**src/rtl/clk_period_meter.sv**
```systemverilog
// Measures period and high time of a slow signal in clk_in cycles, flags
// out-of-window periods and declares signal loss after TIMEOUT idle cycles.
module clk_period_meter #(
  parameter int unsigned W        = 20,
  parameter int unsigned EXPECTED = 130002,
  parameter int unsigned TOL      = 16,
  parameter int unsigned TIMEOUT  = 200000
) (
  input  logic         clk_in,
  input  logic         reset,
  input  logic         sig_in,
  output logic [W-1:0] period,
  output logic [W-1:0] high_time,
  output logic         period_valid,
  output logic         in_tol,
  output logic         locked,
  output logic         timeout
);

  localparam logic [1:0] ST_IDLE   = 2'd0;
  localparam logic [1:0] ST_ARMED  = 2'd1;
  localparam logic [1:0] ST_LOCKED = 2'd2;

  localparam logic [W-1:0] EXP_W   = W'(EXPECTED);
  localparam logic [W-1:0] TO_LAST = W'(TIMEOUT - 1);
  localparam logic [W:0]   TOL_W   = (W+1)'(TOL);

  logic         r_s1;
  logic         r_s2;
  logic         r_sp;
  logic [1:0]   r_settle;
  logic [1:0]   r_state;
  logic [W-1:0] r_cnt;

  logic         w_settled;
  logic         w_rise;
  logic         w_fall;
  logic         w_expire;
  logic [W-1:0] w_cnt_inc;
  logic [W:0]   w_diff;
  logic         w_in_tol;

  // Edges stay masked until sp has caught up with the first post-reset s2,
  // so a level already high at release never looks like a rising edge.
  assign w_settled = (r_settle == 2'd3);
  assign w_rise    = w_settled &  r_s2 & ~r_sp;
  assign w_fall    = w_settled & ~r_s2 &  r_sp;
  assign w_cnt_inc = r_cnt + W'(1);
  assign w_expire  = (r_state != ST_IDLE) && (r_cnt == TO_LAST) && !w_rise;

  // NOTE: every variable assigned in always_comb gets a value on every path,
  // otherwise synthesis infers a latch.
  always_comb begin
    w_diff = '0;
    if (w_cnt_inc >= EXP_W) w_diff = {1'b0, w_cnt_inc} - {1'b0, EXP_W};
    else                    w_diff = {1'b0, EXP_W} - {1'b0, w_cnt_inc};
  end

  assign w_in_tol = (w_diff <= TOL_W);

  // NOTE: sequential state uses non-blocking assignments so every flop
  // samples its inputs from before the clock edge.
  always_ff @(posedge clk_in) begin
    if (reset) begin
      r_s1     <= 1'b0;
      r_s2     <= 1'b0;
      r_sp     <= 1'b0;
      r_settle <= 2'd0;
    end else begin
      r_s1 <= sig_in;
      r_s2 <= r_s1;
      r_sp <= r_s2;
      if (!w_settled) r_settle <= r_settle + 2'd1;
    end
  end

  always_ff @(posedge clk_in) begin
    if (reset) begin
      r_state      <= ST_IDLE;
      r_cnt        <= '0;
      period       <= '0;
      high_time    <= '0;
      period_valid <= 1'b0;
      in_tol       <= 1'b0;
      locked       <= 1'b0;
      timeout      <= 1'b0;
    end else begin
      period_valid <= 1'b0;
      timeout      <= 1'b0;
      case (r_state)
        ST_IDLE: begin
          r_cnt <= '0;
          if (w_rise) r_state <= ST_ARMED;
        end
        ST_ARMED, ST_LOCKED: begin
          if (w_rise) begin
            r_cnt        <= '0;
            period       <= w_cnt_inc;
            in_tol       <= w_in_tol;
            period_valid <= 1'b1;
            locked       <= 1'b1;
            r_state      <= ST_LOCKED;
          end else if (w_expire) begin
            r_cnt   <= '0;
            timeout <= 1'b1;
            locked  <= 1'b0;
            r_state <= ST_IDLE;
          end else begin
            r_cnt <= w_cnt_inc;
          end
          if (w_fall) high_time <= w_cnt_inc;
        end
        default: begin
          r_cnt   <= '0;
          r_state <= ST_IDLE;
        end
      endcase
    end
  end

endmodule

```
**config.mk**
```make
export PLATFORM = sky130hd
export DESIGN_NAME = clk_period_meter
export DESIGN_NICKNAME = d
export VERILOG_FILES = /design/src/rtl/clk_period_meter.sv
export SDC_FILE = /design/constraint.sdc
export NUM_CORES = 1
export LEC_CHECK = 0
export CAP_MARGIN = 20
export CORE_UTILIZATION = 55
export DETAILED_ROUTE_END_ITERATION = 12
export PLACE_DENSITY = 0.87
export RECOVER_POWER = 50
export SYNTH_ARGS = -nofsm -noshare
export SYNTH_HDL_FRONTEND = slang
export SYNTH_SLANG_ARGS = --single-unit
```
**constraint.sdc**
```tcl
create_clock -name clk_in -period 7.87 [get_ports clk_in]
set_input_delay 1.1805 -clock clk_in [delete_from_list [all_inputs] [get_ports clk_in]]
set_output_delay 1.1805 -clock clk_in [all_outputs]
set_load 0.05 [all_outputs]
```
==> impl_metrics.tcl, run 1 <==
set metrics [dict create \
    status "finished with violations" \
    violations "max-capacitance violations, max-slew violations" \
    ctsRootBufferMaster "clkbuf_8" \
    wl_um 10300 \
    rsz0062_at_grt "false" \
    drv_cap 1 \
    final_nets 513 \
    core_area_um2 6870 \
    utilization_pct 67.5 \
    hold_class "reg -> reg" \
    cp-end-kind "flip-flop" \
    netlist-cell-type-count 73 \
    cp_max_fo 18 \
    start_util_pct 57.9 \
    syn_area_um2 3970 \
    cts_buffers 9 \
    globalplace.congestion 0.968 \
    final_layout_size_suffix_gt1_share_pct 6.94 \
    vdd_drop_max_v 0.000131 \
    place_hpwl_um 7290 \
    final.setup.tns_ns 0 \
    cp.depth 11 \
    yosys_warnings 0 \
    path_buf_inv 0 \
    synth_most_common_cell "nor2_1" \
    startpoint "r_cnt[0]$_SDFF_PP0_" \
    cts_max_level 3 \
    powerDensity_nw_per_um2 161 \
    synth-seq-area-share_pct 35.8 \
    gr-total-overflow 0 \
    cts_hold_buf 0 \
    final_antenna_net_count 0 \
    core.rowCount 30 \
    timing.fmax_mhz 242 \
    cts.clk_slew.worst_paths_ns 0.07 \
    clock_sinks 71 \
    grt_pass1_wl_um 16400 \
    slew_violations 52 \
    reg2regPathDepth 11 \
    hold_start "r_s1$_SDFF_PP0_" \
    via_per_inst 6.10 \
    grt_max_degree 52 \
    insertion_delay_ns 0.36 \
    leakagePower_nw 1.57 \
    reg2reg_setup_slack_ns 3.74 \
    slew_headroom_pct -42.1 \
    endpoint "in_tol$_SDFFE_PP0P_" \
    port_buffers 46 \
    syn_to_final_growth_pct 16.8 \
    vias 3661 \
    synth_seq_cells 71 \
    num_antenna_cells 0 \
    required_ns 8.16 \
    slowest_stage "xor2_1" \
    grt_pass1_vias 3320 \
    drc_errors 0 \
    die_area_um2 7570 \
    netlist_top_cells_area "dfxtp_1, a211oi_1, nor2_1, xnor2_1, ha_1" \
    grt_usage_pct 27.8 \
    cp_cell_sequence "ha_1, nand3_2, nor4_4, nand2_1, xor2_1, nor2_4, a21oi_2, o21ai_0, a211oi_1, o2111ai_1, o21ai_1" \
    dieWidth_um 87 \
    finalCritPeriodShare_pct 52.5 \
    antenna_found_initial 0 \
    first_iter_violations 271 \
    clock_skew_ns 0.00750 \
    setup_violations 0 \
    max_stage_delay_ns 0.70 \
    finalHoldViolations 0 \
    firstDrtPassIters 7 \
    cts_buffer_depth 2 \
    io_pins 47 \
    die_y_um 87 \
    synthCells 474 \
    syn_nets 488 \
    syn_avg_cell_area_um2 8.38 \
    post_cts_buffers 0 \
    yosysTopAreaCellShare_pct 35.8 \
    post_drt_wl_per_cell_um 17.2 \
    synth_commonest_cells "nor2_1, dfxtp_1, a211oi_1" \
    async_flop_share_pct 0 \
    worst_setup_path_start_kind "flip-flop" \
    synth_edf_count 0 \
    critPathKind "reg -> reg" \
    reg2reg_from "r_cnt[0]$_SDFF_PP0_" \
    yosys.area.top_type "dfxtp_1" \
    worstMarginPinSlew_ns 2.13 \
    min_period_ns 4.13 \
    fill_cells 584 \
    cts_resized 0 \
    cts_tree "done" \
    synthFlopType "dfxtp_1" \
    cp_top_family "compound AO/OA/AOI/OAI gates" \
    rr_endpoint "in_tol$_SDFFE_PP0P_" \
    critPathArrivalTime_ns 4.42 \
]
[placed cells by master, fill, tap and decap left out, drive strengths merged, types with 4 or more instances in the layout]
cell	netlist	routed
a211oi	44	44
nand3	12	12
dlygate4sd3	0	12
nand4	8	8
xnor2	20	20
a21boi	4	4
clkdlybuf4s50	0	34
clkbuf	24	13
nor3	10	10
inv	12	13
a31oi	4	4
nor2	86	86
dfxtp	71	71
nor4	13	13
ha	11	11
a21oi	13	13
o21ai	15	15
xor2	12	12
nor2b	7	7
and2	4	4
and3b	4	4
mux2i	5	5
o211ai	4	4
nand2b	4	4
nand2	25	25
a21o	4	4
[power breakdown]
part	internal (mW)	switching (mW)	leakage [nW]	total [mW]
Sequential	0.364	0.00561	0.573	0.370
Clock	0.197	0.140	0.113	0.337
Combinational	0.0151	0.0262	0.888	0.0413
[metrics by stage]
step	power (mW)	std cells	hold WS, ns	cell area [um^2]	worst slack [ns]
floorplan	0.408	474	0.414	3970	4.71
global placement	0.417	584	0.430	4410	4.14
detailed placement	0.419	584	0.433	4410	3.85
CTS	0.756	600	0.457	4640	3.82
global route	0.774	600	0.475	4640	3.48
finish	0.748	600	0.454	4640	3.74
[flip-flops by register name, indices dropped and copies added, names as in the netlist, 2 cells and up]
name	count
high_time	20
period	20
r_cnt	20
r_settle	2
r_state	2
[per-layer routing]
metal	up-vias	routed length, um	global-route usage (%)
met5	-	0	0
met1	1711	4500	35.1
met2	159	4960	46.8
met3	33	613	5.31
li1	1758	-	-
met4	0	246	11.1
[layout make-up]
cell class	count	area, um^2	area share, %
Timing Repair Buffer	50	487	10.5
Tap cell	96	120	2.59
Inverter	12	45.0	0.971
Multi-Input combinational cell	355	2330	50.3
Clock inverter	4	76.3	1.65
Sequential cell	71	1420	30.6
Clock buffer	12	155	3.34
[logic make-up (layout without fill, tap and decap cells)]
kind of cell | after synthesis | in the layout | share of synthesized area, %
buf+inv | 48 | 78 | 5.48
compound gates | 111 | 111 | 20.6
fa+ha+maj | 11 | 11 | 3.46
mux | 6 | 6 | 1.54
xor+xnor | 32 | 32 | 7.05
flops | 71 | 71 | 35.8
simple gates | 195 | 195 | 26.1
[how the worst min path moves through the flow]
stage                           end  slack (ns)  cells past startpoint
floorplan           r_s2$_SDFF_PP0_        0.41                      1
global placement    r_s2$_SDFF_PP0_        0.43                      1
detailed placement  r_s2$_SDFF_PP0_        0.43                      1
CTS                 r_s2$_SDFF_PP0_        0.46                      1
global route        r_s2$_SDFF_PP0_        0.48                      1
finish              r_s2$_SDFF_PP0_        0.45                      1
No activity file was read; power rests on OpenSTA's default activity.
==> inputs of run 2 (changes only) <==
Settings changed: CORE_UTILIZATION 55 to 51, PLACE_DENSITY 0.87 to 0.85.
Clock period 7.87 ns to 3.7 ns, I/O delays scaled along.
==> run 2 against run 1 <==
Against the previous run:
- cell count up 3.3%
- core utilization down 3.3 points
- worst hold slack gained 0.0060 ns
- register-to-register slack got worse by 3.4 ns
- sequential power rose by 110%
- global-route usage decreased by 1.7 points
- highest routed layer unchanged
- largest cell class unchanged
- power increased by 100%
- die area is 7.7% higher
- clock skew barely moved
- combinational power up 130%
- clock power rose by 85%
- the flow still finishes with violations (max-capacitance violations, max-slew violations)
==> impl_metrics.tcl, run 2 (synthesis results as in run 1) <==
set metrics [dict create \
    status "finished with violations" \
    violations "max-capacitance violations, max-slew violations" \
    clock_skew_ns 0.00738 \
    hold_start "r_s1$_SDFF_PP0_" \
    globalplace.congestion 0.927 \
    slowest_stage "dfxtp_1" \
    finalHoldViolations 0 \
    cts_resized 0 \
    cp_top_family "simple AND/OR/NAND/NOR gates" \
    path_buf_inv 0 \
    cts_buffer_depth 2 \
    dieWidth_um 90.3 \
    core_area_um2 7410 \
    firstDrtPassIters 5 \
    max_stage_delay_ns 0.55 \
    drv_cap 1 \
    fill_cells 621 \
    final_layout_size_suffix_gt1_share_pct 10.6 \
    antenna_found_initial 0 \
    reg.largest.list "high_time: 20 flops, period: 20 flops, r_cnt: 20 flops" \
    num_antenna_cells 0 \
    final_cell_mix "nor2_1, dfxtp_1, a211oi_1" \
    wl_um 10200 \
    top_layer_used "met4" \
    routed-wl-met3_um 471 \
    insertion_delay_ns 0.35 \
    die_area_um2 8150 \
    worstMarginPinSlew_ns 1.87 \
    core.rowCount 31 \
    grt_pass1_wl_um 17200 \
    timing.fmax_mhz 300 \
    cts_hold_buf 0 \
    port_buffers 46 \
    finalCritPeriodShare_pct 90.2 \
    slew_headroom_pct -24.8 \
    hold_class "reg -> reg" \
    required_ns 3.99 \
    wl_met1_um 4480 \
    cp_cell_sequence "ha_2, nand3_2, or4_1, a32o_1, nand2_1, nor2_1, nand2_1, mux2_2, o41ai_1, o2111ai_1, o21ai_1" \
    vdd_drop_max_v 0.000198 \
    setup_violations 0 \
    grt_usage_pct 26.1 \
    vias 3654 \
    cp_common_cell "nand2_1" \
    clock_sinks 71 \
    grt_pass1_vias 3469 \
    cts_tree "done" \
    leakagePower_nw 1.71 \
    final.setup.tns_ns 0 \
    start_util_pct 53.6 \
    final_antenna_net_count 0 \
    cts.clk_slew.worst_paths_ns 0.08 \
    startpoint "r_cnt[1]$_SDFF_PP0_" \
    power.total_mw 1.50 \
    slew_violations 45 \
    powerDensity_nw_per_um2 315 \
    critPathArrivalTime_ns 3.63 \
    drc_errors 0 \
    critPathKind "reg -> reg" \
    worst_setup_path_start_kind "flip-flop" \
    die_y_um 90.3 \
    post_cts_buffers 0 \
    grt_max_degree 45 \
    ctsRootBufferMaster "clkbuf_8" \
    final_nets 530 \
    utilization_pct 64.3 \
    layout_commonest_cell "nor2_1" \
    place_hpwl_um 7470 \
    dpl_cell_area_um2 4540 \
    via_per_inst 5.89 \
    rsz0062_at_grt "false" \
    reg2reg_from "r_cnt[1]$_SDFF_PP0_" \
    finalInstanceArea_um2 4760 \
    cts_max_level 3 \
    syn_to_final_growth_pct 19.8 \
    cp_max_fo 12 \
    met2_length_um 4960 \
    gr-total-overflow 0 \
    io_pins 47 \
    first_iter_violations 286 \
    cp-end-kind "flip-flop" \
    post_drt_wl_per_cell_um 16.5 \
    cts_buffers 9 \
    min_period_ns 3.34 \
]
## run 2: worst paths after layout
path                                             to  slack (ns)  depth (start not counted)
worst min register to register      r_s2$_SDFF_PP0_        0.46                          1
worst min-delay path                r_s2$_SDFF_PP0_        0.46                          1
worst max register to register  in_tol$_SDFFE_PP0P_        0.36                         11
worst max-delay path            in_tol$_SDFFE_PP0P_        0.36                         11
## run 2: metal layers
metal	global-route usage, %	up-vias
met5	0	-
li1	-	1792
met4	9.54	0
met2	43.9	125
met1	33.3	1707
met3	4.97	30
## run 2: area by class of cell
cell class	count	area (um^2)	share of cell area, %
Sequential cell	71	1420	29.9
Clock inverter	6	70.1	1.47
Tap cell	99	124	2.60
Timing Repair Buffer	67	614	12.9
Multi-Input combinational cell	355	2360	49.5
Inverter	12	45.0	0.946
Clock buffer	10	128	2.68
## run 2: through the flow
step	hold slack [ns]	instances	setup WS [ns]
finish	0.460	620	0.361
global route	0.486	620	0.0668
detailed placement	0.435	604	0.135
global placement	0.429	604	0.274
CTS	0.460	620	0.119
floorplan	0.414	474	0.539
## run 2: power breakdown
group	internal [mW]	switching, mW	total [mW]	leakage (nW)
sequential	0.774	0.00661	0.781	0.573
combinational	0.0331	0.0612	0.0943	1.04
clock	0.316	0.308	0.625	0.101
total	1.12	0.376	1.50	1.71
==> inputs of run 3 (changes only) <==
Settings changed: SETUP_SLACK_MARGIN set to 0.05.
==> results of run 3 <==
Final layout, timing and power as in run 2 (identical DEF).
